[config.mk]
export PLATFORM = sky130hd
export DESIGN_NAME = tdm_demux_1to8_flat
export DESIGN_NICKNAME = d
export VERILOG_FILES = /design/src/rtl/tdm_demux_pkg.sv /design/src/rtl/tdm_demux_1to8_if.sv /design/src/rtl/tdm_demux_1to8_decoder_3to8.sv /design/src/rtl/tdm_demux_1to8.sv /design/src/flat_wrapper.sv
export SDC_FILE = /design/constraint.sdc
export NUM_CORES = 1
export LEC_CHECK = 0
export CORE_MARGIN = 2
export CORE_UTILIZATION = 46
export DETAILED_ROUTE_END_ITERATION = 8
export PLACE_DENSITY = 0.74
export SLEW_MARGIN = 20
export SYNTH_ARGS = -nofsm -noshare
export SYNTH_HDL_FRONTEND = slang
export SYNTH_SLANG_ARGS = --single-unit
[constraint.sdc]
create_clock -name clk -period 2.1 [get_ports clk]
set_clock_uncertainty 0.05 [all_clocks]
set_input_delay 0.525 -clock clk [delete_from_list [all_inputs] [get_ports clk]]
set_output_delay 0.525 -clock clk [all_outputs]
set_load 0.02 [all_outputs]
[src/rtl/tdm_demux_pkg.sv]
// Shared types and defaults for the 1-to-8 TDM demultiplexer.
// Latency: none (definitions only). Backpressure: not applicable.
// Flow control: not applicable.
package tdm_demux_pkg;

    localparam int NUM_CH_DEF  = 8;
    localparam int SEL_W_DEF   = 3;
    // Slot index of the trailing even-parity beat when parity framing is built in.
    localparam int PARITY_SLOT = NUM_CH_DEF;

    typedef enum logic {
        HUNT = 1'b0,
        RUN  = 1'b1
    } state_t;

endpackage

[src/rtl/tdm_demux_1to8_if.sv]
// Serial-in / parallel-out bundle between the link front end and the TDM demux.
// Latency: none (wiring only). Backpressure: none, the stream is qualified by din_valid only.
// Flow control: the receiver always accepts; there is no ready signal.
interface tdm_demux_1to8_if
    import tdm_demux_pkg::*;
#(
    parameter int NUM_CH = NUM_CH_DEF,
    parameter int SEL_W  = SEL_W_DEF
) ();

    logic              din_valid;
    logic              din;
    logic              frame_sync;
    logic [NUM_CH-1:0] dout;
    logic              dout_valid;
    logic [SEL_W-1:0]  slot;
    logic              frame_err;
    logic              parity_err;

    modport master (
        output din_valid, din, frame_sync,
        input  dout, dout_valid, slot, frame_err, parity_err
    );

    modport slave (
        input  din_valid, din, frame_sync,
        output dout, dout_valid, slot, frame_err, parity_err
    );

endinterface

[src/rtl/tdm_demux_1to8_decoder_3to8.sv]
// Select-to-one-hot decoder with enable; drives the shadow-register write strobes.
// Latency: combinational. Backpressure: none.
// Flow control: not applicable.
module decoder_3to8
    import tdm_demux_pkg::*;
#(
    parameter int SEL_W = SEL_W_DEF,
    parameter int N     = 2 ** SEL_W
) (
    input  logic [SEL_W-1:0] sel,
    input  logic             en,
    output logic [N-1:0]     onehot
);

    always_comb begin
        onehot = '0;
        if (en) begin
            onehot[sel] = 1'b1;
        end
    end

endmodule

[src/rtl/tdm_demux_1to8.sv]
// TDM 1-to-8 demux: rebuilds parallel channel bits from a sync-framed serial stream.
// Latency: dout/dout_valid registered, visible the cycle after the final beat; errors likewise.
// Backpressure: none; din_valid=0 freezes all state. Optional parity beat: TDM_DEMUX_PARITY_EN.
module tdm_demux_1to8
    import tdm_demux_pkg::*;
#(
    parameter int NUM_CH = NUM_CH_DEF,
    parameter int SEL_W  = SEL_W_DEF
) (
    input  logic             clk,
    input  logic             rst_n,
    tdm_demux_1to8_if.slave  bus
);

`ifdef TDM_DEMUX_PARITY_EN
    // One extra counter bit so the parity beat gets its own slot past NUM_CH-1.
    localparam int CNT_W     = SEL_W + 1;
    localparam int LAST_SLOT = NUM_CH;
`else
    localparam int CNT_W     = SEL_W;
    localparam int LAST_SLOT = NUM_CH - 1;
`endif

    state_t             state_q, state_d;
    logic [CNT_W-1:0]   cnt_q, cnt_d;
    logic [NUM_CH-1:0]  shadow_q;
    logic [NUM_CH-1:0]  wr_strb;
    logic               wr_en;
    logic [SEL_W-1:0]   wr_sel;
    logic [NUM_CH-1:0]  dout_d;
    logic               dout_valid_d;
    logic               frame_err_d;
    logic               parity_err_d;

    decoder_3to8 #(
        .SEL_W (SEL_W),
        .N     (NUM_CH)
    ) u_dec (
        .sel    (wr_sel),
        .en     (wr_en),
        .onehot (wr_strb)
    );

    always_comb begin
        state_d      = state_q;
        cnt_d        = cnt_q;
        dout_d       = bus.dout;
        dout_valid_d = 1'b0;
        frame_err_d  = 1'b0;
        parity_err_d = 1'b0;
        wr_en        = 1'b0;
        wr_sel       = cnt_q[SEL_W-1:0];

        if (bus.din_valid) begin
            unique case (state_q)
                HUNT: begin
                    if (bus.frame_sync) begin
                        wr_en   = 1'b1;
                        wr_sel  = '0;
                        cnt_d   = CNT_W'(1);
                        state_d = RUN;
                    end
                end
                RUN: begin
                    if (cnt_q == '0) begin
                        if (bus.frame_sync) begin
                            wr_en  = 1'b1;
                            wr_sel = '0;
                            cnt_d  = CNT_W'(1);
                        end else begin
                            frame_err_d = 1'b1;
                            state_d     = HUNT;
                            cnt_d       = '0;
                        end
                    end else if (bus.frame_sync) begin
                        // Early sync: restart alignment on this beat as slot 0.
                        frame_err_d = 1'b1;
                        wr_en       = 1'b1;
                        wr_sel      = '0;
                        cnt_d       = CNT_W'(1);
                    end else if (cnt_q == CNT_W'(LAST_SLOT)) begin
                        cnt_d = '0;
`ifdef TDM_DEMUX_PARITY_EN
                        dout_d = shadow_q;
                        if (bus.din != (^shadow_q)) begin
                            parity_err_d = 1'b1;
                        end else begin
                            dout_valid_d = 1'b1;
                        end
`else
                        wr_en                = 1'b1;
                        dout_d               = shadow_q;
                        dout_d[NUM_CH-1]     = bus.din;
                        dout_valid_d         = 1'b1;
`endif
                    end else begin
                        wr_en = 1'b1;
                        cnt_d = cnt_q + CNT_W'(1);
                    end
                end
                default: begin
                    state_d = HUNT;
                    cnt_d   = '0;
                end
            endcase
        end
    end

    always_ff @(posedge clk or negedge rst_n) begin
        if (!rst_n) begin
            state_q        <= HUNT;
            cnt_q          <= '0;
            shadow_q       <= '0;
            bus.dout       <= '0;
            bus.dout_valid <= 1'b0;
            bus.frame_err  <= 1'b0;
            bus.parity_err <= 1'b0;
        end else begin
            state_q        <= state_d;
            cnt_q          <= cnt_d;
            bus.dout       <= dout_d;
            bus.dout_valid <= dout_valid_d;
            bus.frame_err  <= frame_err_d;
            bus.parity_err <= parity_err_d;
            for (int i = 0; i < NUM_CH; i++) begin
                if (wr_strb[i]) begin
                    shadow_q[i] <= bus.din;
                end
            end
        end
    end

    assign bus.slot = cnt_q[SEL_W-1:0];

endmodule
[src/flat_wrapper.sv]
// flat-port wrapper written by rule: the top's interface ports become plain ports
module tdm_demux_1to8_flat import tdm_demux_pkg::*;
#(
    parameter int NUM_CH = NUM_CH_DEF,
    parameter int SEL_W  = SEL_W_DEF
)
  (clk, rst_n, bus_din_valid, bus_din, bus_frame_sync, bus_dout, bus_dout_valid, bus_slot, bus_frame_err, bus_parity_err);
  tdm_demux_1to8_if #(.NUM_CH(NUM_CH), .SEL_W(SEL_W)) bus_i ();
  input  logic clk;
  input  logic rst_n;
  input wire logic [$bits(bus_i.din_valid)-1:0] bus_din_valid;
  input wire logic [$bits(bus_i.din)-1:0] bus_din;
  input wire logic [$bits(bus_i.frame_sync)-1:0] bus_frame_sync;
  output wire logic [$bits(bus_i.dout)-1:0] bus_dout;
  output wire logic [$bits(bus_i.dout_valid)-1:0] bus_dout_valid;
  output wire logic [$bits(bus_i.slot)-1:0] bus_slot;
  output wire logic [$bits(bus_i.frame_err)-1:0] bus_frame_err;
  output wire logic [$bits(bus_i.parity_err)-1:0] bus_parity_err;
  assign bus_i.din_valid = bus_din_valid;
  assign bus_i.din = bus_din;
  assign bus_i.frame_sync = bus_frame_sync;
  assign bus_dout = bus_i.dout;
  assign bus_dout_valid = bus_i.dout_valid;
  assign bus_slot = bus_i.slot;
  assign bus_frame_err = bus_i.frame_err;
  assign bus_parity_err = bus_i.parity_err;
  tdm_demux_1to8 #(.NUM_CH(NUM_CH), .SEL_W(SEL_W)) u_core (.clk(clk), .rst_n(rst_n), .bus(bus_i));
endmodule
==> results of run 1 <==
## per-stage QoR
| stage | util | instances |
|---|---|---|
| floorplan | - | 88 |
| global placement | 0.5945 | 137 |
| detailed placement | 0.5945 | 137 |
| CTS | 0.6065 | 141 |
| global route | 0.6065 | 141 |
| finish | 0.6065 | 141 |
## placed cells by master, fill, tap and decap left out
cell             synthesis  routed
mux2_1                   4       4
a21oi_1                  1       1
nand2b_1                 1       1
nand2_2                  1       1
nor3b_2                  2       2
o22ai_1                  1       1
ha_1                     5       5
inv_2                    1       1
mux2_4                   2       2
a21o_1                   1       1
dfrtp_1                 21      21
nor2_1                   1       1
clkbuf_1                 0       1
o211ai_1                 1       1
a31oi_1                  1       1
o21ai_0                  2       2
clkbuf_4                 0       3
nand4_2                  1       1
o2bb2ai_1                1       1
o2111ai_1                1       1
nand4_1                  1       1
clkdlybuf4s50_1          0      17
nand3_2                  1       1
nor2b_1                  2       2
nand2_1                  6       6
nor4_1                   1       1
and4b_4                  1       1
o32a_1                   1       1
a22o_1                   1       1
and2_1                   1       1
and4bb_1                 1       1
a22oi_1                  1       1
nor3_1                   1       1
inv_1                    7       7
a32o_1                   2       2
mux2_2                   7       7
buf_4                    3       8
and3_1                   1       1
conb_1                   1       1
## cells by family (layout without fill, tap and decap cells)
family | count (synthesis) | in the layout | share of synthesized area
adder cells (fa/ha/maj) | 5 | 5 | 0.05875
other | 1 | 1 | 0.003522
flip-flops | 21 | 21 | 0.4935
AND/OR/NAND/NOR | 22 | 22 | 0.1457
buffers and inverters | 12 | 37 | 0.05405
AO/OA/AOI/OAI | 14 | 14 | 0.09990
multiplexers | 13 | 13 | 0.1445
## layout make-up
cell class              count  share of cell area
flip-flops and latches     21              0.3955
multi-input cells          55              0.3625
repair buffers             25              0.1733
clock buffers               4             0.01977
well taps                  28             0.02637
inverters                   8             0.02260
## where the power goes
group	leakage (nW)	internal [W]	switching, W
Sequential	0.280	0.000494	0.0000627
Clock	0.0150	0.0000740	0.000115
Combinational	0.339	0.000273	0.000286
## per-layer routing
metal  global-route usage  vias up  part of all wire  wire [um]
li1                     -      370                 -          -
met1               0.2366      375              0.47        968
met2               0.2806       14              0.47        980
met3              0.03161        4             0.042         88
met4              0.09211        0             0.021         44
met5                    0        -                 0          0
## critical path, stage by stage, from the launching register on
cell and delay [ns]:
dfrtp_1 0.36, buf_4 0.16, clkdlybuf4s50_1 0.62
## flip-flops by register name, summed over array words and instances (netlist names)
name                   count
u_core.shadow_q            7
u_core.bus.frame_err       1
u_core.bus.dout            8
u_core.bus.slot            3
u_core.state_q             1
u_core.bus.dout_valid      1
## path summary, 6_finish.rpt
check                      slack [ns]                 end  cells past startpoint                from
hold / removal                   0.45  u_core.bus.dout[0]                      2  u_core.bus.dout[0]
setup reg to reg                 0.16  u_core.shadow_q[6]                      8  u_core.bus.slot[0]
setup / recovery                 0.08         bus_slot[2]                      2  u_core.bus.slot[2]
hold reg to reg                  0.45  u_core.bus.dout[0]                      2  u_core.bus.dout[0]
max in group asynchronous        1.29  u_core.bus.dout[1]                      2               rst_n
min in group asynchronous        0.51  u_core.bus.dout[4]                      2               rst_n
==> results.ini, run 1 <==
[floorplanning]
die_h_um=52.11
start_util=0.4860
design.core.area_sq_um=2191
ios=19
rows=17
dieArea_sq_um=2715
dieWidth_um=52.11

[clock_network]
cts_resized=0
htreeDepth=1
cts.sinks=21
clkTransAtPathRegs_ns=0.11
cts_tree=yes
cts-root-buf=clkbuf_4
clk_latency_ns=0.30
cts_setup_buffers=0
numCtsBuffers=3
clk_path_buf_depth=2
cts_hold_buf=0

[synth]
syn_inst=88
yosysUniqueCellTypes=37
synth_most_common_cell=dfrtp_1
ys_ff_latch=21
synth_area_leader_cell=dfrtp_1
yosysWarnings=0
synth_area_sq_um=1065
synthArstFlopShare=1.000
ys_top_cells_by_count=dfrtp_1, inv_1, mux2_2
yosysTopAreaCellShare=0.4935
seq_area_frac_synth=0.4935
syn_avg_cell_area_sq_um=12.10
syn-num-nets=98
yosys-top-cells-area=dfrtp_1, mux2_2, ha_1
synth_edf_count=0
yosys_most_used_dff=dfrtp_1

[drt]
viasPerCell=5.411
wl_um=2080
route.detailed.drc=0
ant_nets=0
wire_per_inst_um=14.75
routed-via-count=763
first_pass_iters=4
drt_iter0_markers=8

[global_route]
grt_pass1_vias=760
grt_usage=0.1794
grt_overflow=0
grt_max_degree=22
antenna_found_initial=0
grt_pass1_wl_um=3505

[sta]
fin_hold_ws_ns=0.4460
tns_ns=0
min_period_over_period=0.9602
setup_slack_ns=0.08348
finalHoldViolCount=0
fmax_mhz=495.9
finalCriticalPeriod_ns=2.017
drv_slew=0
rsz0062_at_grt=no
setup_viol=0

[layout]
n_fill_cell=196
fin_nets=124
syn_to_final_growth_pct=24.79
ff_latch_area_sq_um=525.5
multi_input_area_sq_um=481.7
drive_gt1_frac=0.2389
post-route-cell-area_sq_um=1329
antenna_cells=0

[outcome]
status=finished, final reports clean

[pwr]
leakage_nw=0.6337
finalPower_w=0.001306
ir_drop_uv=688.5
power_density_nw_per_um2=982.5

[critical_path]
start_kind=flop
arrival_ns=1.44
path_class=reg2out
path_max_fanout=8
cp.required_ns=1.52
worst_setup_path_end_kind=output port

[place]
io_buffer_count=17
place_area_sq_um=1303
pre_cts_ws_ns=-0.1285
hpwl_um=1516
gp_congestion=0.7714

[worst_hold_path]
hold_class=reg2reg

[run]
drv_cap=0

Note: power is estimated with default switching activity, not from simulation.
==> run 2, diff against run 1 <==
==> constraint.sdc (replaced) <==
create_clock -name clk -period 2.1 [get_ports clk]
set_clock_uncertainty 0.05 [all_clocks]
set_input_delay 0.42 -clock clk [delete_from_list [all_inputs] [get_ports clk]]
set_output_delay 0.42 -clock clk [all_outputs]
set_load 0.02 [all_outputs]
==> results.ini, run 2 (same netlist as run 1, synthesis figures left out) <==
[drt]
route.detailed.drc=0  ; unchanged
drt_iter0_markers=4  ; -4
viasPerCell=5.255  ; -2.9%
ant_nets=0  ; unchanged
first_pass_iters=4  ; unchanged
routed-via-count=741  ; -2.9%
wire_per_inst_um=14.22  ; -3.6%
wl_um=2005  ; -3.6%

[place]
hpwl_um=1476  ; -2.6%
placed_cells=137  ; unchanged
io_buffer_count=17  ; unchanged
gp_congestion=0.7617  ; -1.3%
pre_cts_ws_ns=-0.04619  ; +0.08234 ns
place_area_sq_um=1303  ; unchanged

[layout]
fin_nets=124  ; unchanged
ff_latch_area_sq_um=525.5  ; unchanged
post-route-cell-area_sq_um=1329  ; unchanged
largest_reg_flops=8  ; unchanged
top_register=u_core.bus.dout
n_fill_cell=192  ; -2.0%
final_common_cell=dfrtp_1
syn_to_final_growth_pct=24.79  ; unchanged
drive_gt1_frac=0.2389  ; unchanged
fin_util=0.6065  ; unchanged
multi_input_area_sq_um=481.7  ; unchanged
final_cell_mix=dfrtp_1, clkdlybuf4s50_1, buf_4
antenna_cells=0  ; unchanged
layoutNonFillerInstCount=141  ; unchanged

[clock_network]
clk_latency_ns=0.30  ; about the same
cts-root-buf=clkbuf_4
cts_tree=yes
cts_setup_buffers=0  ; unchanged
clk_path_buf_depth=2  ; unchanged
htreeDepth=1  ; unchanged
cts.sinks=21  ; unchanged
numCtsBuffers=3  ; unchanged
cts_hold_buf=0  ; unchanged
clkTransAtPathRegs_ns=0.11  ; about the same
cts_resized=0  ; unchanged

[sta]
drv_slew=0  ; unchanged
setup_viol=0  ; unchanged
finalCriticalPeriod_ns=1.975  ; -0.04183 ns
min_period_over_period=0.9403  ; -0.01992
rsz0062_at_grt=no
fmax_mhz=506.4  ; +2.1%
setup_slack_ns=0.1253  ; +0.04183 ns
finalHoldViolCount=0  ; unchanged

[critical_path]
arrival_ns=2.12  ; +0.68 ns
start_kind=flop
cp.required_ns=2.25  ; +0.73 ns
worst_setup_path_end_kind=flop
r2r_slack_ns=0.13  ; -0.03 ns
path_class=reg2reg
path_max_fanout=4  ; -4
reg2reg_from=u_core.bus.slot[0]
r2r-end=u_core.shadow_q[6]
reg2reg_depth=8  ; unchanged

[worst_hold_path]
hold_class=in2async

[global_route]
grt_pass1_vias=746  ; -1.8%
antenna_found_initial=0  ; unchanged
grt_max_degree=22  ; unchanged
grt_overflow=0  ; unchanged
grt_pass1_wl_um=3394  ; -3.2%
grt_usage=0.1724  ; -0.007053

[pwr]
leakage_nw=0.6337  ; unchanged
combPwrFrac=0.423  ; -0.005
p_sw_frac=0.3537  ; -0.001722
p_clk_frac=0.147  ; +0.002
power.internal_w=0.0008391  ; -0.29%
power_density_nw_per_um2=977.0  ; -0.56%
finalPower_w=0.001298  ; -0.56%
switchingPower_w=0.0004591  ; -1.0%
ir_drop_uv=611.8  ; -11%
p_seq_frac=0.430  ; +0.004

[run]
drv_cap=0  ; unchanged

[floorplanning]
dieArea_sq_um=2715  ; unchanged
die_h_um=52.11  ; unchanged
rows=17  ; unchanged
dieWidth_um=52.11  ; unchanged
ios=19  ; unchanged
design.core.area_sq_um=2191  ; unchanged
start_util=0.4860  ; unchanged

[outcome]
status=finished, final reports clean

run 2: layout make-up:
cell class,count,share of cell area
Sequential cell,21,0.3955
Inverter,8,0.02260
Timing Repair Buffer,25,0.1733
Clock buffer,4,0.01977
Multi-Input combinational cell,55,0.3625
Tap cell,28,0.02637
run 2: how the worst max path moves through the flow:
stage | from | slack (ns) | end | cells after the start
after floorplan | u_core.bus.slot[1] | 0.001 | u_core.shadow_q[6] | 8
after global placement | bus_frame_sync | -0.01 | u_core.shadow_q[6] | 6
after detailed placement | bus_frame_sync | -0.05 | u_core.shadow_q[6] | 6
after CTS | u_core.bus.slot[0] | 0.12 | u_core.shadow_q[6] | 8
after global routing | u_core.bus.slot[0] | 0.01 | u_core.shadow_q[6] | 8
final | u_core.bus.slot[0] | 0.13 | u_core.shadow_q[6] | 8
run 2: power groups by stage:
| stage | logic [W] | registers [W] | clock network, W |
|---|---|---|---|
| after floorplan | 0.000313 | 0.000606 | 0 |
| after global placement | 0.000536 | 0.000562 | 0 |
| after detailed placement | 0.000550 | 0.000568 | 0 |
| after CTS | 0.000554 | 0.000559 | 0.000199 |
| after global routing | 0.000610 | 0.000574 | 0.000215 |
| final | 0.000549 | 0.000558 | 0.000191 |
run 2: stage by stage:
step	hold WS, ns	setup TNS [ns]
5_1_grt	0.4141	0
3_5_place_dp	0.4316	-0.05177
6_report	0.4066	0
3_3_place_gp	0.4188	-0.01241
2_1_floorplan	0.07441	0
4_1_cts	0.4082	0
run 2: metal layers:
| metal | part of all wire | global-route usage | routed length [um] | up-vias |
|---|---|---|---|---|
| met5 | 0 | 0 | 0 | - |
| met2 | 0.49 | 0.2806 | 973 | 14 |
| li1 | - | - | - | 361 |
| met3 | 0.038 | 0.02586 | 77 | 4 |
| met4 | 0.014 | 0.07895 | 28 | 0 |
| met1 | 0.46 | 0.2243 | 925 | 362 |
run 2: worst max-delay path, stage by stage, from the launching register on:
cell and delay, ns:
dfrtp_1 0.37, inv_1 0.05, ha_1 0.20, nand2b_1 0.14
inv_2 0.07, ha_1 0.21, and4bb_1 0.35, nand4_1 0.14
mux2_4 0.31
